## src/rtl/riscv_pkg.sv

```systemverilog
// Types and constants shared by the fetch stage and its next-PC helper.
package riscv_pkg;

    localparam int XLEN    = 32;
    localparam int PC_STEP = 4;

    typedef enum logic [1:0] {
        FETCH    = 2'd0,
        WAIT_RSP = 2'd1,
        EXEC     = 2'd2
    } fetch_state_t;

endpackage

```

## src/rtl/fetch_unit_next_pc_sel.sv

```systemverilog
// Next-PC selection: sequential PC, taken branch target (bit 0 cleared),
// or the trap vector when a taken target is not word aligned.
module next_pc_sel
    import riscv_pkg::*;
#(
    parameter logic [XLEN-1:0] TRAP_PC = 32'h0000_0100
) (
    input  logic [XLEN-1:0] pc,
    input  logic            NextPCSrc,
    input  logic [XLEN-1:0] branch_target,
    output logic [XLEN-1:0] next_pc,
    output logic            misalign
);

    logic [XLEN-1:0] target;

    // JALR semantics: the LSB of a computed target is always discarded.
    assign target   = {branch_target[XLEN-1:1], 1'b0};
    assign misalign = NextPCSrc & target[1];

    always_comb begin
        next_pc = pc + XLEN'(PC_STEP);
        if (NextPCSrc) begin
            next_pc = misalign ? TRAP_PC : target;
        end
    end

endmodule

```

## src/rtl/fetch_unit.sv

```systemverilog
// Instruction fetch / PC stage: requests instructions, holds them for decode
// and selects the next PC when the current instruction retires.
module fetch_unit
    import riscv_pkg::*;
#(
    parameter logic [XLEN-1:0] RESET_PC = 32'h0000_0000,
    parameter logic [XLEN-1:0] TRAP_PC  = 32'h0000_0100
) (
    input  logic            clk,
    input  logic            rst_n,
    output logic            imem_req_valid,
    input  logic            imem_req_ready,
    output logic [XLEN-1:0] imem_addr,
    input  logic            imem_rsp_valid,
    input  logic [XLEN-1:0] imem_rsp_data,
    output logic [XLEN-1:0] instr,
    output logic [XLEN-1:0] instr_pc,
    output logic            instr_valid,
    input  logic            retire,
    input  logic            NextPCSrc,
    input  logic [XLEN-1:0] branch_target,
    output logic            trap,
    output logic [XLEN-1:0] trap_epc,
    output logic [XLEN-1:0] instret
);

    fetch_state_t    state_q, state_d;
    logic [XLEN-1:0] pc_q, pc_d;
    logic [XLEN-1:0] instr_q, instr_d;
    logic [XLEN-1:0] instr_pc_q, instr_pc_d;
    logic            instr_valid_q, instr_valid_d;
    logic            trap_q, trap_d;
    logic [XLEN-1:0] trap_epc_q, trap_epc_d;
    logic [XLEN-1:0] instret_q, instret_d;

    logic [XLEN-1:0] sel_next_pc;
    logic            sel_misalign;

    next_pc_sel #(
        .TRAP_PC(TRAP_PC)
    ) u_next_pc_sel (
        .pc           (pc_q),
        .NextPCSrc    (NextPCSrc),
        .branch_target(branch_target),
        .next_pc      (sel_next_pc),
        .misalign     (sel_misalign)
    );

    always_ff @(posedge clk or negedge rst_n) begin
        if (!rst_n) begin
            state_q       <= FETCH;
            pc_q          <= RESET_PC;
            instr_q       <= '0;
            instr_pc_q    <= '0;
            instr_valid_q <= 1'b0;
            trap_q        <= 1'b0;
            trap_epc_q    <= '0;
            instret_q     <= '0;
        end else begin
            state_q       <= state_d;
            pc_q          <= pc_d;
            instr_q       <= instr_d;
            instr_pc_q    <= instr_pc_d;
            instr_valid_q <= instr_valid_d;
            trap_q        <= trap_d;
            trap_epc_q    <= trap_epc_d;
            instret_q     <= instret_d;
        end
    end

    always_comb begin
        state_d       = state_q;
        pc_d          = pc_q;
        instr_d       = instr_q;
        instr_pc_d    = instr_pc_q;
        instr_valid_d = instr_valid_q;
        trap_d        = 1'b0;
        trap_epc_d    = trap_epc_q;
        instret_d     = instret_q;

        case (state_q)
            FETCH: begin
                if (imem_req_ready) begin
                    state_d = WAIT_RSP;
                end
            end
            WAIT_RSP: begin
                if (imem_rsp_valid) begin
                    instr_d       = imem_rsp_data;
                    instr_pc_d    = pc_q;
                    instr_valid_d = 1'b1;
                    state_d       = EXEC;
                end
            end
            EXEC: begin
                // A trapping instruction still counts as retired.
                if (retire) begin
                    pc_d          = sel_next_pc;
                    trap_d        = sel_misalign;
                    instret_d     = instret_q + 1'b1;
                    instr_valid_d = 1'b0;
                    state_d       = FETCH;
                    if (sel_misalign) begin
                        trap_epc_d = instr_pc_q;
                    end
                end
            end
            default: begin
                state_d = FETCH;
            end
        endcase
    end

    // Gated by rst_n so no request is visible while reset is held.
    assign imem_req_valid = rst_n && (state_q == FETCH);
    assign imem_addr      = pc_q;
    assign instr          = instr_q;
    assign instr_pc       = instr_pc_q;
    assign instr_valid    = instr_valid_q;
    assign trap           = trap_q;
    assign trap_epc       = trap_epc_q;
    assign instret        = instret_q;

endmodule

```

## config.mk

```make
export PLATFORM = sky130hd
export DESIGN_NAME = fetch_unit
export DESIGN_NICKNAME = d
export VERILOG_FILES = /design/src/rtl/riscv_pkg.sv /design/src/rtl/fetch_unit_next_pc_sel.sv /design/src/rtl/fetch_unit.sv
export SDC_FILE = /design/constraint.sdc
export NUM_CORES = 1
export LEC_CHECK = 0
export CAP_MARGIN = 20
export CORE_MARGIN = 1
export CORE_UTILIZATION = 46
export CTS_CLUSTER_SIZE = 8
export DETAILED_ROUTE_END_ITERATION = 10
export GPL_ROUTABILITY_DRIVEN = 0
export PLACE_DENSITY_LB_ADDON = 0.3
export SLEW_MARGIN = 20
export SYNTH_ARGS = -nofsm -noshare
export SYNTH_HDL_FRONTEND = slang
export SYNTH_HIERARCHICAL = 1
export SYNTH_SLANG_ARGS = --single-unit
export TNS_END_PERCENT = 20
```

## constraint.sdc

```tcl
create_clock -name clk -period 3.1 [get_ports clk]
set_clock_uncertainty 0.15 [all_clocks]
set_input_delay 0.31 -clock clk [delete_from_list [all_inputs] [get_ports clk]]
set_output_delay 0.31 -clock clk [all_outputs]
set_load 0.01 [all_outputs]
```

Yosys cells after proc, flatten, opt, wreduce, memory -nomap -nowiden
Index checks and enable logic that the tools add are counted.
Storage, ports and cells
  register bits after elaboration: 164
  input port bits: 70
  word-level logic and storage cells: 35
Operators by class
  add/sub/neg operators: 2
  equal/unequal tests: 5
  muxes and demuxes: 11
  bitwise operators: 1
  reduce and logical (&&, ||, !) cells: 8
Operator list (count)
  two-way mux 32 bit: 2
  adder 32 x 1 -> 32 bit, second input constant: 1
  adder 32 x 3 -> 32 bit, second input constant: 1
  AND reduction 3 bit: 3
  two-way mux 2 bit: 3
  != test 2 bit, second input constant: 3
  one-hot mux 2 bit (3 select lines): 1
  two-way mux 1 bit: 4
  AND reduction 2 bit: 2
  equality test 2 x 1 -> 1 bit, second input constant: 1
  equality test 2 bit, second input constant: 1
  logical NOT 2 bit: 1
  one-hot mux 1 bit (2 select lines): 1
  nonzero test 2 bit: 1
  AND 1 bit: 1
  logical AND 1 bit: 1

Logic depth before layout (Yosys ltp)
  word-level depth: 3
  gate-level depth with buffers: 8
  gate-level depth less buffers: 7

Cells and area by module
The synthesis kept the hierarchy.
By module, submodules not included
  fetch_unit: times used 1, cells an instance 480, area an instance 6409.9 um^2, sequential area each 4103.9 um^2
  next_pc_sel: times used 1, cells an instance 170, area an instance 1036.0 um^2, sequential area each 0.0 um^2

Worst setup path before layout
OpenSTA, ideal clock, no wires.
  path kind: reg-to-reg
  start point: reg pc_q[5] (netlist: imem_addr[5])
  end point: reg pc_q[25] (netlist: imem_addr[25])
  library setup time: 0.065 ns
  arrival: 1.862 ns
  data required time: 2.885 ns
  slack: 1.023 ns
  cell stages (with the launch flop): 8
  path buffers: 1
  clock period less this slack: 2.077 ns
  cell sequence: dfrtp_1 > nand4_1 > or3_1 > buf_2 > or4_1 > a31oi_1 > nand2_1 > nand2_1
Between the ends
  word-level cells in the longest chain between the ends: 2
Ends and longest elaborated chain
  from (decl): line fetch_unit.sv:28  | logic [XLEN-1:0] pc_q, pc_d;
  from (signal assigned): line fetch_unit.sv:61  | pc_q <= pc_d;
  adder 32 x 3 -> 32 bit: line fetch_unit_next_pc_sel.sv:22  | next_pc = pc + XLEN'(PC_STEP);
  two-way mux 32 bit: line fetch_unit_next_pc_sel.sv:23  | if (NextPCSrc) begin
  net sel_next_pc[25]: line fetch_unit.sv:36  | logic [XLEN-1:0] sel_next_pc;
The timed path passes the listed nets, and every way through them passes these cells.
A chain may end at the register's enable or synchronous reset.

Worst setup path after layout
  start point: reg pc_q[2] (netlist: imem_addr[2])
  end point: reg pc_q[22] (netlist: imem_addr[22])
The elaborated chain is that of the path after synthesis.

==> impl_metrics.sql <==
INSERT INTO impl_metrics (metric_group, metric, value, unit) VALUES
('status', 'outcome', 'finished clean', ''),
('timing', 'finalSetupViolCount', '0', ''),
('timing', 'timing.final.crit_period', '2.533', 'ns'),
('clock_tree', 'cts_buf_count', '17', ''),
('yosys', 'yosys.area_share.adder', '0.3361', '%'),
('timing', 'worst-slew-pin-transition', '0.6872', 'ns'),
('clock_tree', 'htree_num_levels', '4', ''),
('yosys', 'cells_after_synthesis', '650', ''),
('yosys', 'compound_gate_fraction_of_synth_area', '4.487', '%'),
('power', 'power.density_cell_area', '833.6', 'mW/mm2'),
('drt', 'route.final.wire_length', '19000', 'um'),
('timing', 'slew_headroom', '54.19', '%'),
('floorplan', 'area_of_the_core', '0.01583', 'mm2'),
('final_layout', 'number_of_nets_at_the_end_of_the_flow', '947', ''),
('setup_path', 'dominant_delay_contributor_by_cell_family_on_the_critical_path', 'simple AND/OR/NAND/NOR gates', ''),
('yosys', 'synth_warnings', '6', ''),
('setup_path', 'timing.critical_path.arrival', '2.74', 'ns'),
('yosys', 'postSynthRegisterBits', '164', ''),
('place', 'dp_slack', '0.5909', 'ns'),
('place', 'post-place-cells', '1071', ''),
('timing', 'grt_setup_unrepaired', 'false', ''),
('timing', 'setup_total_negative_slack', '0', 'ns'),
('setup_path', 'critical_path.endpoint_type', 'flip-flop', ''),
('setup_path', 'crit_buf_inv', '0', ''),
('yosys', 'synth_sequential_area_ratio', '55.12', '%'),
('final_layout', 'finalInstanceArea', '0.01047', 'mm2'),
('drt', 'detail_route.drc_violations', '0', ''),
('setup_path', 'worst_path_max_delay_cell', 'sky130_fd_sc_hd__or4_1', ''),
('yosys', 'synth_xor_area_share', '5.058', '%'),
('global_routing', 'global_route.usage.total', '23.41', '%'),
('floorplan', 'floorplan_die_height', '129.2', 'um'),
('final_layout', 'layout_commonest_cell', 'sky130_fd_sc_hd__clkdlybuf4s50_1', ''),
('yosys', 'synth_cell_type_count', '49', ''),
('setup_path', 'startpoint_type', 'flip-flop', ''),
('global_routing', 'antenna_found_initial', '0', ''),
('floorplan', 'die_area', '0.01670', 'mm2'),
('clock_tree', 'worst_setup_hold_path_clk_slew', '0.07', 'ns'),
('setup_path', 'setup.worst_path.class', 'flip-flop to flip-flop', ''),
('yosys', 'synth.cell_area', '0.007446', 'mm2'),
('global_routing', 'most_used_layer_global_route', 'met2', ''),
('drt', 'detailroute.via_count', '5950', ''),
('setup_path', 'critPathRequiredTime', '3.31', 'ns'),
('yosys', 'async_reset_ff_share', '100.0', '%'),
('yosys', 'avgSynthCellArea', '11.46', 'um2'),
('setup_path', 'critical-path-top-cell-by-count', 'sky130_fd_sc_hd__nand2_1', ''),
('global_routing', 'grt_start_max_net_pins', '134', ''),
('place', 'placement.io_buffers', '231', ''),
('timing', 'final-max-slew-violation-count', '0', ''),
('global_routing', 'global_route.overflow_total', '0', ''),
('clock_tree', 'clockRootBuffer', 'sky130_fd_sc_hd__clkbuf_16', ''),
('drt', 'length_of_the_first_detailed_routing_pass_in_iterations', '5', ''),
('timing', 'whs', '0.1943', 'ns'),
('place', 'placed_area', '0.009894', 'mm2'),
('global_routing', 'number_of_global_route_vias_before_repair', '5881', ''),
('global_routing', 'grtUsageMet3', '4.872', '%'),
('job', 'max-cap-violations', '0', ''),
('clock_tree', 'clock-sinks', '164', ''),
('final_layout', 'diodes', '0', ''),
('global_routing', 'grt_util_met2', '40.13', '%'),
('timing', 'maxClockFrequency', '394.8', 'MHz'),
('floorplan', 'initial_utilization', '47.04', '%'),
('final_layout', 'nFillCells', '1204', ''),
('yosys', 'mappedNetlistNets', '722', ''),
('clock_tree', 'postCtsResizedCells', '0', ''),
('clock_tree', 'tritoncts', 'done', ''),
('timing', 'final_setup_slack_of_the_worst_path', '0.5671', 'ns'),
('yosys', 'largest_family_of_logic_cells_by_synthesized_area', 'simple AND/OR/NAND/NOR gates', ''),
('power', 'p_leak', '4.580', 'nW'),
('global_routing', 'first_pass_grt_wire_length', '30100', 'um'),
('power', 'ir_drop', '0.0005138', 'V'),
('drt', 'wl_per_cell', '17.21', 'um');
[path summary, 6_finish.rpt]
kind | from | end | slack (ns) | cells after the start
max in group asynchronous | rst_n | instret[6]$_DFFE_PN0P_ | 1.61 | 3
min in group clk | instret[31]$_DFFE_PN0P_ | instret[31]$_DFFE_PN0P_ | 0.33 | 1
worst min-delay path | rst_n | instr_pc[24]$_DFFE_PN0P_ | 0.19 | 2
worst min register to register | instret[31]$_DFFE_PN0P_ | instret[31]$_DFFE_PN0P_ | 0.33 | 1
worst max-delay path | imem_addr[2]$_DFFE_PN0P_ | imem_addr[22]$_DFFE_PN0P_ | 0.57 | 7
worst max register to register | imem_addr[2]$_DFFE_PN0P_ | imem_addr[22]$_DFFE_PN0P_ | 0.57 | 7
[cells by family after synthesis]
group                      Yosys count
buffers and inverters               41
adders and majority gates            2
DFF                                164
and+or+nand+nor                    251
xor gates and xnor gates            43
AOI/OAI and AO/OA                   52
muxes                               97
[worst reg2reg max path: cells and delay by family, from the launching register on]
family / cells / cell delay, ns
compound gates: 1 / 0.18
flops: 1 / 0.47
simple gates: 5 / 1.41
fa+ha+maj: 1 / 0.26
[cell usage after synthesis, types with 4 or more instances]
cell type | instances | area share (%)
sky130_fd_sc_hd__o21ai_0 | 17 | 1.1
sky130_fd_sc_hd__o31ai_1 | 6 | 0.60
sky130_fd_sc_hd__buf_6 | 6 | 0.91
sky130_fd_sc_hd__and2_1 | 5 | 0.42
sky130_fd_sc_hd__dfrtp_1 | 164 | 55
sky130_fd_sc_hd__nand2_1 | 131 | 6.6
sky130_fd_sc_hd__a31oi_1 | 8 | 0.67
sky130_fd_sc_hd__a21oi_1 | 9 | 0.60
sky130_fd_sc_hd__or3_1 | 6 | 0.50
sky130_fd_sc_hd__or4_1 | 10 | 1.0
sky130_fd_sc_hd__nor3_1 | 6 | 0.40
sky130_fd_sc_hd__xnor2_1 | 34 | 4.0
sky130_fd_sc_hd__nor2b_1 | 4 | 0.34
sky130_fd_sc_hd__and4_1 | 5 | 0.59
sky130_fd_sc_hd__and3_1 | 6 | 0.50
sky130_fd_sc_hd__xor2_1 | 9 | 1.1
sky130_fd_sc_hd__nor2_1 | 8 | 0.40
sky130_fd_sc_hd__inv_1 | 6 | 0.30
sky130_fd_sc_hd__nand3_1 | 25 | 1.7
sky130_fd_sc_hd__clkbuf_1 | 13 | 0.66
sky130_fd_sc_hd__nand4_2 | 4 | 0.67
sky130_fd_sc_hd__nand4_1 | 24 | 2.0
sky130_fd_sc_hd__mux2_2 | 95 | 14
sky130_fd_sc_hd__buf_2 | 11 | 0.74
[metrics by stage]
stage / utilization [%] / power [mW]
floorplan: - / 4.803
global placement: 62.51 / 6.628
detailed placement: 62.51 / 6.778
CTS: 66.13 / 8.807
global route: 66.13 / 9.192
finish: 66.13 / 8.726
[per-layer routing]
metal / vias to the layer above / part of all wire, %
met4: 0 / 2.0
met3: 28 / 6.1
met2: 241 / 51
li1: 2740 / -
met1: 2941 / 40
met5: - / 0
[area by class of cell]
cell class / count / area [um2] / share of cell area (%)
flip-flops and latches: 164 / 4104 / 39.21
well taps: 216 / 270.3 / 2.582
inverters: 8 / 30.03 / 0.2869
repair buffers: 239 / 2389 / 22.82
multi-input cells: 445 / 3112 / 29.73
clock buffers: 21 / 460.4 / 4.399
clock inverters: 11 / 102.6 / 0.9802
[report_power, final]
part | switching [mW] | leakage, nW | internal, mW | total, mW
Combinational | 1.21 | 2.17 | 1.93 | 3.14
Sequential | 0.717 | 2.14 | 2.87 | 3.58
Clock | 0.851 | 0.269 | 1.15 | 2.00
[state kept, by name, summed over array words and instances, names as in the netlist]
register,flops
instr,32
instret,32
instr_valid,1
imem_addr,32
trap_epc,32
state_q,2
trap,1
instr_pc,32
[timing repair]
item,CTS,global route
hold buffers,1,0
hold endpoints to repair,31,0
setup endpoints to repair,0,0
(Power assumes the default switching activity.)
==> RTL edit 1 (same flow settings) <==
`instr_pc_q` no longer has a reset.
--- a/src/rtl/fetch_unit.sv
+++ b/src/rtl/fetch_unit.sv
@@ -53,3 +53,2 @@
             instr_q       <= '0;
-            instr_pc_q    <= '0;
             instr_valid_q <= 1'b0;
@@ -62,3 +61,2 @@
             instr_q       <= instr_d;
-            instr_pc_q    <= instr_pc_d;
             instr_valid_q <= instr_valid_d;
@@ -68,2 +66,6 @@
         end
+    end
+
+    always_ff @(posedge clk) begin
+        instr_pc_q <= instr_pc_d;
     end
Function: changed (Yosys sat finds a counterexample within 10 cycles, from zero or initial values and one cycle with rst_n low; the reset may be asserted at any time).
==> RTL edit 1 against the unedited design <==
Sequential cell count unchanged; cell count up 1.1%; total power fell by 1.9%; via count decreased by 1.6%; global-route usage is 0.39 points higher; design area is 1.8% lower; setup slack improved by 0.029 ns; clock power increased by 7%; critical path depth is the same; fmax is 1.1% higher; synthesized area fell by 4.2%; wire length is 4.1% lower.
==> RTL edit 1: results (changes against the unedited design) <==
[run_status]
status=completed  ; unchanged

[pwr]
netSwitchingFraction=0.312  ; was 0.319
p_leak_nw=4.50  ; was 4.58 nW
worst_ir_drop_vdd_mv=0.569  ; was 0.514 mV
clk-power_mw=2.14  ; was 2.00 mW
clkPwrFrac=0.250  ; was 0.229

[min_path]
hp-class=in2reg  ; was in2async

[timing]
worst_pin_slew_ns=0.703  ; was 0.687 ns
fin_hold_ws_ns=0.263  ; was 0.194 ns

[routing]
drt-met1-wl_mm=7.89  ; was 7.69 mm
drtIter0Drc=388  ; was 363
wl_met2_mm=8.75  ; was 9.77 mm
totalWireLength_mm=18.2  ; was 19.0 mm

[place]
hpwl_mm=12.3  ; was 13.1 mm
pre_cts_ws_ns=0.588  ; was 0.591 ns

[synthesis]
synth.avg_cell_area_um2=10.5  ; was 11.5 um2
synth-async-reset-ratio=0.805  ; was 1.00
synth.area.top_cells=dfrtp_1 46%, edfxtp_1 13%, nand2_1 12%, mux2_2 5.1%, xnor2_1 3.2%  ; was dfrtp_1 55%, mux2_2 14%, nand2_1 6.6%, xnor2_1 4.0%, nand4_1 2.0%
synth_edf_count=32  ; was 0
synth_xor_xnor_area_share=0.0528  ; was 0.0506
yosys-top-cells-count=234 x nand2_1, 132 x dfrtp_1, 32 x edfxtp_1, 32 x mux2_2, 26 x xnor2_1  ; was 164 x dfrtp_1, 131 x nand2_1, 95 x mux2_2, 34 x xnor2_1, 25 x nand3_1
synthAdderAreaFrac=0.00351  ; was 0.00336
netlist-cell-type-count=47  ; was 49
synth_nets=753  ; was 722
ys_seq_area_frac=0.598  ; was 0.551

[global_route]
grt_pass1_wl_mm=29.5  ; was 30.1 mm
grt_max_degree=133  ; was 134
met2_usage=0.389  ; was 0.401
grt_util_met1=0.317  ; was 0.288
grtUsageTotal=0.238  ; was 0.234

[final_layout]
syn_to_final_growth_pct=44.1  ; was 40.6%
drive_gt1_frac=0.0894  ; was 0.166
fill_cells=1174  ; was 1204
instances_no_fill=1116  ; was 1104

[setup_path]
cp.arrival_ns=2.72  ; was 2.74 ns
crit_path_max_incr_delay_ns=0.63  ; was 0.66 ns

==> RTL edit 1: cell type report <==
cell class	count	area share
clock buffers	25	0.0504
multi-input cells	478	0.262
repair buffers	245	0.238
well taps	188	0.0229
flip-flops and latches	164	0.415
inverters	9	0.00329
clock inverters	7	0.00913
==> RTL edit 1: worst max-delay path by stage <==
stage / to / cells past startpoint / slack, ns / from
3_5_place_dp: instret[20]$_DFFE_PN0P_ / 6 / 0.59 / retire
5_1_grt: imem_addr[26]$_DFFE_PN0P_ / 7 / 0.38 / imem_addr[2]$_DFFE_PN0P_
4_1_cts: imem_addr[22]$_DFFE_PN0P_ / 7 / 0.61 / imem_addr[2]$_DFFE_PN0P_
2_1_floorplan: instr_pc[0]$_DFFE_PP_ / 3 / 0.61 / state_q[1]$_DFFE_PN0P_
6_report: imem_addr[22]$_DFFE_PN0P_ / 7 / 0.60 / imem_addr[2]$_DFFE_PN0P_
3_3_place_gp: instret[26]$_DFFE_PN0P_ / 6 / 0.59 / retire
==> RTL edit 2 (same flow settings) <==
Without the edit above. Set the package constant `XLEN` to 36 (it was 32).
--- a/src/rtl/riscv_pkg.sv
+++ b/src/rtl/riscv_pkg.sv
@@ -3,3 +3,3 @@
 
-    localparam int XLEN    = 32;
+    localparam int XLEN    = 36;
     localparam int PC_STEP = 4;
Interface: changed (7 resized); port bits go from 233 to 261. The function was not compared with the original's and may differ.
==> RTL edit 2 against the unedited design <==
Setup slack lost 0.21 ns; die area grew 12%; synthesized cell count is 15% higher; total power grew 12%; critical path depth unchanged; design area rose by 14%; sequential cell count is 20 higher; global-route usage up 0.12 points; synthesized area grew 12%; sequential share of layout area down 0.56 points; clock power grew 11%; wire length is 14% higher; combinational power increased by 14%; critical endpoint is now imem_addr[24]$_DFFE_PN0P_.
==> RTL edit 2: results (changes against the unedited design) <==
[run_status]
status=completed  ; unchanged

[final_layout]
fill_cells=1381  ; was 1204
buffers_excl_clock=281  ; was 239
clock_buffers=22  ; was 21
clk_share=0.0499  ; was 0.0538
nNonClkInverters=14  ; was 8
multiInputGateArea_um2=3550  ; was 3110 um2
buf_share=0.238  ; was 0.228
drive_gt1_frac=0.168  ; was 0.166
finalNetCount=1091  ; was 947
sh_seq_area=0.386  ; was 0.392
multi_input_cells=513  ; was 445
instances_no_fill=1246  ; was 1104

[global_route]
grt_util_met1=0.294  ; was 0.288
grt_pass1_wl_mm=34.4  ; was 30.1 mm
grt_max_degree=185  ; was 134
grt_use_met3=0.0652  ; was 0.0487
met2_usage=0.388  ; was 0.401
grt_pass1_vias=6855  ; was 5881
antenna_found_initial=0  ; unchanged
grtUsageTotal=0.235  ; was 0.234

[synthesis]
netlist-cell-type-count=54  ; was 49
synth_nets=826  ; was 722
synth_flop_cell=dfrtp_1  ; unchanged
synth.avg_cell_area_um2=11.2  ; was 11.5 um2
synth-async-reset-ratio=1.00  ; unchanged
ys_warn_count=6  ; unchanged
yosys-top-cells-count=184 x dfrtp_1, 155 x nand2_1, 107 x mux2_2, 39 x xnor2_1, 30 x nand4_1  ; was 164 x dfrtp_1, 131 x nand2_1, 95 x mux2_2, 34 x xnor2_1, 25 x nand3_1
ys_seq_area_frac=0.550  ; was 0.551
ys_seq_elements=184  ; was 164
synth.area.top_cells=dfrtp_1 55%, mux2_2 14%, nand2_1 7.0%, xnor2_1 4.1%, nand4_1 2.2%  ; was dfrtp_1 55%, mux2_2 14%, nand2_1 6.6%, xnor2_1 4.0%, nand4_1 2.0%

[min_path]
hp-class=in2async  ; unchanged

[run]
drv_cap=0  ; unchanged

[pwr]
seq-power_mw=4.00  ; was 3.58 mW
worst_ir_drop_vdd_mv=0.450  ; was 0.514 mV
p_int_mw=6.74  ; was 5.94 mW
p_leak_nw=5.17  ; was 4.58 nW
p_comb_mw=3.57  ; was 3.14 mW

[place]
io_buffers=259  ; was 231
hpwl_mm=14.8  ; was 13.1 mm
pre_cts_ws_ns=0.382  ; was 0.591 ns

[routing]
met3_length_mm=1.57  ; was 1.16 mm
drt-met1-wl_mm=9.05  ; was 7.69 mm
drc=0  ; unchanged
vias=6752  ; was 5950
drt_first_pass_iters=4  ; was 5
topRoutingLayerUsed=met4  ; unchanged
drtIter0Drc=416  ; was 363
wl_met2_mm=10.7  ; was 9.77 mm
totalWireLength_mm=21.7  ; was 19.0 mm

[setup_path]
crit_path_max_incr_delay_ns=0.81  ; was 0.66 ns
path_max_fanout=16  ; was 17

[timing]
slew_viol_final=0  ; unchanged
slew_headroom=0.462  ; was 0.542

[clock_tree]
clk_pin_slew_ns=0.06
cts_made_buffers=17  ; unchanged
clk_root_buffer_cell=clkbuf_16  ; unchanged

==> RTL edit 2: final timing paths <==
kind | endpoint | cells past startpoint | slack, ns | startpoint
hold / removal | instret[12]$_DFFE_PN0P_ | 3 | 0.33 | rst_n
setup reg to reg | imem_addr[24]$_DFFE_PN0P_ | 7 | 0.36 | imem_addr[2]$_DFFE_PN0P_
max in group asynchronous | imem_addr[15]$_DFFE_PN0P_ | 4 | 1.44 | rst_n
setup / recovery | imem_addr[24]$_DFFE_PN0P_ | 7 | 0.36 | imem_addr[2]$_DFFE_PN0P_
min in group clk | instret[35]$_DFFE_PN0P_ | 1 | 0.33 | instret[35]$_DFFE_PN0P_
hold reg to reg | instret[35]$_DFFE_PN0P_ | 1 | 0.33 | instret[35]$_DFFE_PN0P_
==> RTL edit 2: cell families (layout without fill, tap and decap cells) <==
kind of cell	Yosys count	in the layout	synth area share
muxes	109	109	0.147
xor gates and xnor gates	47	47	0.0492
buffers and inverters	49	324	0.0257
adders and majority gates	2	2	0.00299
DFF	184	184	0.550
AOI/OAI and AO/OA	60	60	0.0486
and+or+nand+nor	295	295	0.176
==> RTL edit 2: repair_timing <==
action / CTS / global route
endpoints found under the hold margin: 0 / 45
setup buffers: 0 / 0
hold buffers: 0 / 1
gates resized for setup: 0 / 0
==> RTL edit 2: stage by stage <==
stage	cell area [um2]	total power, mW	hold slack, ns
floorplan	8360	5.40	-0.136
global placement	11300	7.52	0.311
detailed placement	11300	7.63	0.313
CTS	11900	9.87	0.0296
global route	11900	10.3	0.341
finish	11900	9.78	0.327
==> RTL edit 2: worst reg2reg max path, stage by stage, from the launching register on <==
cell     delay (ns)
dfrtp_1        0.48
ha_1           0.24
nand3_2        0.10
or4_1          0.81
o311a_2        0.49
a221o_1        0.26
nand2_1        0.06
nand2_1        0.05
